File: src/rtl/writeback_queue_pkg.sv
// Shared definitions for the writeback queue: default widths, the queue
// entry layout {idx, val} and the hard-wired zero register index.
package writeback_queue_pkg;

    localparam int DATA_W_DEF = 32;
    localparam int IDX_W_DEF  = 5;
    localparam int DEPTH_DEF  = 2;

    // Register r0 is never written; results targeting it are dropped.
    localparam int REG_ZERO   = 0;

    // Queue entry layout at the default widths: index in the upper bits,
    // value in the lower bits. Parameterised users build the same layout
    // as a flat {idx, val} vector of entry_w() bits.
    typedef struct packed {
        logic [IDX_W_DEF-1:0]  idx;
        logic [DATA_W_DEF-1:0] val;
    } wb_entry_t;

    function automatic int entry_w(input int data_w, input int idx_w);
        return data_w + idx_w;
    endfunction

endpackage

File: src/rtl/writeback_queue_wb_fifo.sv
// wb_fifo: small in-order queue with wrapping head/tail pointers and an
// occupancy count one bit wider than the pointers. All slots are exposed
// so the parent can search pending entries for forwarding.
module wb_fifo
    import writeback_queue_pkg::*;
#(
    parameter int W     = entry_w(DATA_W_DEF, IDX_W_DEF),
    parameter int DEPTH = DEPTH_DEF
) (
    input  logic                          clk,
    input  logic                          rst_n,
    input  logic                          push_i,
    input  logic                          pop_i,
    input  logic [W-1:0]                  din_i,
    output logic [W-1:0]                  head_o,
    output logic [DEPTH-1:0][W-1:0]       slots_o,
    output logic [$clog2(DEPTH)-1:0]      head_ptr_o,
    output logic [$clog2(DEPTH):0]        count_o,
    output logic                          full_o,
    output logic                          empty_o
);

    localparam int PTR_W = $clog2(DEPTH);
    localparam int CNT_W = PTR_W + 1;

    logic [DEPTH-1:0][W-1:0] mem_q;
    logic [PTR_W-1:0]        head_q;
    logic [PTR_W-1:0]        tail_q;
    logic [CNT_W-1:0]        count_q;
    logic                    push_en;
    logic                    pop_en;

    assign empty_o    = (count_q == '0);
    assign full_o     = (count_q == CNT_W'(DEPTH));

    // A pop on an empty queue is ignored; a push when full is only taken
    // if a pop frees the head slot in the same cycle.
    assign pop_en     = pop_i & ~empty_o;
    assign push_en    = push_i & (~full_o | pop_en);

    assign head_o     = mem_q[head_q];
    assign slots_o    = mem_q;
    assign head_ptr_o = head_q;
    assign count_o    = count_q;

    // Storage, pointer and count update; reset discards all entries.
    always_ff @(posedge clk or negedge rst_n) begin
        if (!rst_n) begin
            mem_q   <= '0;
            head_q  <= '0;
            tail_q  <= '0;
            count_q <= '0;
        end else begin
            if (push_en) begin
                mem_q[tail_q] <= din_i;
                tail_q        <= tail_q + PTR_W'(1);
            end
            if (pop_en) begin
                head_q <= head_q + PTR_W'(1);
            end
            case ({push_en, pop_en})
                2'b10:   count_q <= count_q + CNT_W'(1);
                2'b01:   count_q <= count_q - CNT_W'(1);
                default: count_q <= count_q;
            endcase
        end
    end

endmodule

File: src/rtl/writeback_queue.sv
// writeback_queue: writeback stage after memory. Selects load or ALU
// result, queues register-file writes in order, drains them through a
// shared write port and forwards pending values to execute.
// Optional feature macro: WB_RETIRE_CNT_EN adds the retire_cnt port and a
// 32-bit counter of accepted instructions.
module writeback_queue
    import writeback_queue_pkg::*;
#(
    parameter int DATA_W = DATA_W_DEF,
    parameter int IDX_W  = IDX_W_DEF,
    parameter int DEPTH  = DEPTH_DEF
) (
    input  logic              clk,
    input  logic              reset,
    input  logic              in_valid,
    output logic              in_ready,
    input  logic              is_ld_op_passthrough,
    input  logic              is_wb_op_passthrough,
    input  logic [IDX_W-1:0]  rd_idx_passthrough,
    input  logic [DATA_W-1:0] rd_val_passthrough,
    input  logic [DATA_W-1:0] dmem_val_passthrough,
    output logic              rf_write_en,
    output logic [IDX_W-1:0]  rf_write_idx,
    output logic [DATA_W-1:0] rf_write_val,
    input  logic              rf_grant,
    input  logic [IDX_W-1:0]  fwd_idx,
    output logic              fwd_hit,
    output logic [DATA_W-1:0] fwd_val
`ifdef WB_RETIRE_CNT_EN
    ,
    output logic [31:0]       retire_cnt
`endif
);

    localparam int ENTRY_W = entry_w(DATA_W, IDX_W);
    localparam int PTR_W   = $clog2(DEPTH);
    localparam int CNT_W   = PTR_W + 1;

    logic [DATA_W-1:0]            result_val;
    logic                         accept;
    logic                         push;
    logic                         pop;
    logic [ENTRY_W-1:0]           head_entry;
    logic [DEPTH-1:0][ENTRY_W-1:0] slots;
    logic [PTR_W-1:0]             head_ptr;
    logic [CNT_W-1:0]             count;
    logic                         full;
    logic                         empty;
    logic [IDX_W-1:0]             slot_idx [DEPTH];
    logic [DATA_W-1:0]            slot_val [DEPTH];
    logic [PTR_W-1:0]             slot_sel;

    assign result_val = is_ld_op_passthrough ? dmem_val_passthrough : rd_val_passthrough;

    // The head is only written out when present, and a grant pops it.
    assign rf_write_en = ~empty;
    assign pop         = rf_write_en & rf_grant;

    // A full queue still accepts when the head leaves in the same cycle.
    assign in_ready    = ~full | pop;
    assign accept      = in_valid & in_ready;

    // Stores and writes to r0 retire without occupying a queue slot.
    assign push        = accept & is_wb_op_passthrough &
                         (rd_idx_passthrough != IDX_W'(REG_ZERO));

    wb_fifo #(
        .W     (ENTRY_W),
        .DEPTH (DEPTH)
    ) u_fifo (
        .clk        (clk),
        .rst_n      (reset),
        .push_i     (push),
        .pop_i      (pop),
        .din_i      ({rd_idx_passthrough, result_val}),
        .head_o     (head_entry),
        .slots_o    (slots),
        .head_ptr_o (head_ptr),
        .count_o    (count),
        .full_o     (full),
        .empty_o    (empty)
    );

    // Storage slots are reset-cleared, but gate anyway so an empty queue
    // always presents zeros regardless of stale slot contents.
    assign rf_write_idx = empty ? '0 : head_entry[ENTRY_W-1 -: IDX_W];
    assign rf_write_val = empty ? '0 : head_entry[DATA_W-1:0];

    genvar gi;
    generate
        for (gi = 0; gi < DEPTH; gi++) begin : g_slot
            assign slot_idx[gi] = slots[gi][ENTRY_W-1 -: IDX_W];
            assign slot_val[gi] = slots[gi][DATA_W-1:0];
        end
    endgenerate

    // Forward search walks entries oldest to newest so the newest match
    // overwrites older ones; the head still hits in the cycle it is popped.
    always_comb begin
        fwd_hit  = 1'b0;
        fwd_val  = '0;
        slot_sel = '0;
        for (int k = 0; k < DEPTH; k++) begin
            slot_sel = head_ptr + PTR_W'(k);
            if ((CNT_W'(k) < count) &&
                (fwd_idx != IDX_W'(REG_ZERO)) &&
                (slot_idx[slot_sel] == fwd_idx)) begin
                fwd_hit = 1'b1;
                fwd_val = slot_val[slot_sel];
            end
        end
    end

`ifdef WB_RETIRE_CNT_EN
    logic [31:0] retire_cnt_q;

    // Count every accepted instruction, writing or not; wraps naturally.
    always_ff @(posedge clk or negedge reset) begin
        if (!reset) begin
            retire_cnt_q <= '0;
        end else if (accept) begin
            retire_cnt_q <= retire_cnt_q + 32'd1;
        end
    end

    assign retire_cnt = retire_cnt_q;
`endif

endmodule

File: config.mk
export PLATFORM = sky130hd
export DESIGN_NAME = writeback_queue
export DESIGN_NICKNAME = d
export VERILOG_FILES = /design/src/rtl/writeback_queue_pkg.sv /design/src/rtl/writeback_queue_wb_fifo.sv /design/src/rtl/writeback_queue.sv
export SDC_FILE = /design/constraint.sdc
export NUM_CORES = 1
export LEC_CHECK = 0
export BUFFER_PORTS_ARGS = -buffer_cell sky130_fd_sc_hd__clkbuf_2
export CAP_MARGIN = 20
export CELL_PAD_IN_SITES_DETAIL_PLACEMENT = 0
export CELL_PAD_IN_SITES_GLOBAL_PLACEMENT = 1
export CORE_ASPECT_RATIO = 1.2
export CORE_MARGIN = 10
export CORE_UTILIZATION = 35
export CTS_CLUSTER_SIZE = 10
export DETAILED_ROUTE_END_ITERATION = 6
export PLACE_DENSITY = 0.78
export REMOVE_ABC_BUFFERS = 1
export SLEW_MARGIN = 20
export SYNTH_ARGS = -nofsm -noshare
export SYNTH_HDL_FRONTEND = slang
export SYNTH_SLANG_ARGS = --single-unit
File: constraint.sdc
create_clock -name clk -period 3.85 [get_ports clk]
set_input_delay 1.155 -clock clk [delete_from_list [all_inputs] [get_ports clk]]
set_output_delay 1.155 -clock clk [all_outputs]
set_load 0.03 [all_outputs]
==> flow_metrics.env <==
export IMPL_status="finished, violations left"
export IMPL_failed_checks="negative setup slack"
export IMPL_syn_area_sq_um=4342
export IMPL_hold_viol=0
export IMPL_synthesis_instances=436
export IMPL_regToRegSetupSlack_ns=0.72
export IMPL_holdPathStages=2
export IMPL_grt_pass1_wl_mm=20.11
export IMPL_grt_setup_unrepaired="true"
export IMPL_die_w_microns=121.7
export IMPL_mostFrequentLayoutCells="117 x clkbuf_2, 101 x nor2_1, 77 x dfrtp_1"
export IMPL_core_sq_um=12110
export IMPL_yosysUniqueCellTypes=26
export IMPL_routed_via_density=4.985
export IMPL_synth_top_family_by_area="multiplexers"
export IMPL_synth_xor_area_share_pct=2.622
export IMPL_numPortBuffers=151
export IMPL_syn2layout_area_growth_pct=40.75
export IMPL_avgSynthCellArea_sq_um=9.958
export IMPL_whs_ns=0.5035
export IMPL_cts_buffers_inserted=9
export IMPL_antenna_found_initial=0
export IMPL_use_met2_pct=24.37
export IMPL_crit_chain="buf_8 -> xnor2_2 -> or3_4 -> or3_4 -> mux2i_4 -> buf_12 -> clkbuf_16 -> a22o_1 -> clkbuf_8"
export IMPL_firstDrtPassIters=4
export IMPL_synth_compound_area_share_pct=14.87
export IMPL_ir_drop_mv=0.3935
export IMPL_std_cell_rows=44
export IMPL_ant_nets=0
export IMPL_h_tree_depth=3
export IMPL_reg2reg_depth=11
export IMPL_grt_start_max_net_pins=79
export IMPL_fin_ws_ns=-0.2688
export IMPL_nNetsFinal=671
export IMPL_critical_path_required_ns=2.69
export IMPL_cts_root_buf="clkbuf_16"
export IMPL_post_route_min_period_ns=4.119
export IMPL_placedCellCount=732
export IMPL_wl_mm=12.58
export IMPL_vias=3749
export IMPL_die_y_microns=142.0
export IMPL_ys_ff_latch=78
export IMPL_initial_core_util_pct=35.85
export IMPL_grt_util_met1_pct=16.54
export IMPL_worst_slew_pin_slew_ns=1.000
export IMPL_clk_pin_slew_worst_paths_ns=0.06
export IMPL_num_antenna_cells=0
export IMPL_fin_tns_setup_ns=-7.893
export IMPL_grt_overflow=0
export IMPL_drc=0
export IMPL_powerDensity_nw_per_um2=918.4
export IMPL_layout_commonest_cell="clkbuf_2"
export IMPL_holdBufCountCts=0
export IMPL_final_max_slew_viol_count=0
export IMPL_worstReg2RegStart="u_fifo.count_o[0]$_DFFE_PN0P_"
export IMPL_hold_class="reg -> reg"
export IMPL_drt_iter0_drc=160
export IMPL_min_delay_start="u_fifo.count_o[1]$_DFFE_PN0P_"
export IMPL_clockBufferDepth=2
export IMPL_synthAdderAreaFrac_pct=1.153
export IMPL_cpPeakStageDelay_ns=0.41
export IMPL_gr_usage_met3_pct=5.121
export IMPL_drive_above_1_share_pct=36.04
export IMPL_critPathKind="in -> out"
export IMPL_fin_cells=752
export IMPL_min_to="u_fifo.count_o[1]$_DFFE_PN0P_"
export IMPL_track_usage_pct=14.35
export IMPL_cts_sinks=78
export IMPL_crit_fanout=8
export IMPL_dp_hpwl_mm=8.826
export IMPL_ys_flop_type="dfrtp_1"
export IMPL_fillers=1154
export IMPL_clock_latency_ns=0.32
export IMPL_synth_edff_count=0
export IMPL_post_drt_wl_per_cell_microns=16.72
export IMPL_muxShareOfSynthArea_pct=20.72
export IMPL_grt_pass1_vias=4031
export IMPL_yosysWarnings=0
export IMPL_place_ws_ns=-0.2811
export IMPL_die_area_sq_um=17280
export IMPL_cts_tree="yes"
export IMPL_yosys_area_share_simple_pct=11.01
export IMPL_crit_path_end_kind="output port"
export IMPL_critPathLaunchType="primary input"
export IMPL_p_leak_nw=2.920
export IMPL_cap_viol_max_count=0
export IMPL_pin_count=152
export IMPL_busiest_layer="met2"
export IMPL_synthArstFlopShare_pct=100.0
export IMPL_maxSlewHeadroom_pct=33.16
export IMPL_crit_arrival_ns=2.96
export IMPL_cp_slowest_cell="or3_4"
export IMPL_p_total_w=0.005612
export IMPL_setup_viol=32
export IMPL_crit_top_cell="or3_4"
export IMPL_seq_area_frac_synth_pct=44.96
export IMPL_fin_worst_skew_ns=0.003775
export IMPL_finalCritPeriodShare_pct=107.0
export IMPL_gp_congestion=0.7950
export IMPL_r2r_end="u_fifo.slots_o[50]$_DFFE_PN0P_"
export IMPL_clock_fmax_mhz=242.8
==> how the worst max path moves through the flow <==
stage                                        startpoint          end  slack (ns)  cells past startpoint
after global routing                         fwd_idx[0]   fwd_val[7]       -0.34                     10
after detailed placement                     fwd_idx[4]  fwd_val[12]       -0.28                      8
after CTS                                    fwd_idx[4]  fwd_val[12]       -0.27                      8
final                                        fwd_idx[4]  fwd_val[17]       -0.27                      9
after floorplan           u_fifo.head_ptr_o$_DFFE_PN0P_   fwd_val[0]       -1.10                      6
after global placement                       fwd_idx[4]  fwd_val[12]       -0.28                     10
==> power by group <==
| part | switching (W) | total (W) | internal [W] |
|---|---|---|---|
| Combinational | 0.00190 | 0.00308 | 0.00118 |
| Clock | 0.000306 | 0.000952 | 0.000646 |
| Sequential | 0.000353 | 0.00158 | 0.00123 |
| Total | 0.00256 | 0.00561 | 0.00305 |
==> per-stage QoR <==
stage,cell area [sq um],utilization [%]
6_report,6111,50.45
4_1_cts,5926,48.93
3_3_place_gp,5301,43.77
5_1_grt,6111,50.45
2_1_floorplan,4158,-
3_5_place_dp,5301,43.77
==> cells by family after synthesis <==
| family | after synthesis |
|---|---|
| mux | 86 |
| compound gates | 100 |
| flops | 78 |
| fa+ha+maj | 4 |
| simple gates | 117 |
| buf+inv | 38 |
| xor+xnor | 13 |
==> sequential cells by signal, indices dropped and copies added, names as in the netlist <==
name	cells
u_fifo.tail_q	1
u_fifo.count_o	2
u_fifo.head_ptr_o	1
u_fifo.slots_o	74
==> routing by layer <==
metal / share of wire [%] / routed length (microns)
met1: 41 / 5123
met4: 1.4 / 180
met2: 51 / 6373
met5: 0 / 0
met3: 7.1 / 898
==> layout make-up <==
class | instances | area, sq um | area share, %
repair buffers | 173 | 1351 | 22.11
clock buffers | 11 | 242.7 | 3.972
flip-flops and latches | 78 | 1953 | 31.96
multi-input cells | 320 | 2248 | 36.79
inverters | 5 | 18.77 | 0.3071
well taps | 161 | 201.4 | 3.296
clock inverters | 4 | 95.09 | 1.556
==> Yosys cell counts, drive strengths merged (3+ instances only) <==
master	n	area, sq um
xnor2	10	87.58
ha	4	50.05
dfrtp	78	1952
nand2	4	15.01
xor2	3	26.28
mux2i	75	775.7
buf	17	123.9
nor2	103	386.6
mux2	11	123.9
a22o	32	280.3
inv	5	18.77
a21oi	65	325.3
clkbuf	16	60.06
==> worst max-delay path, delay by kind of cell <==
family	cells	cell delay (ns)
compound gates	1	0.15
xor+xnor	1	0.13
buf+inv	4	0.59
mux	1	0.17
simple gates	2	0.76
==> what timing repair did <==
action / CTS / global route
cloned: 0 / 3
pin swaps: 0 / 28
endpoints found under the hold margin: 0 / 0
endpoints found under the setup margin: 32 / 32
setup buffers: 0 / 2
gates resized for setup: 65 / 38
(Power assumes the default switching activity.)
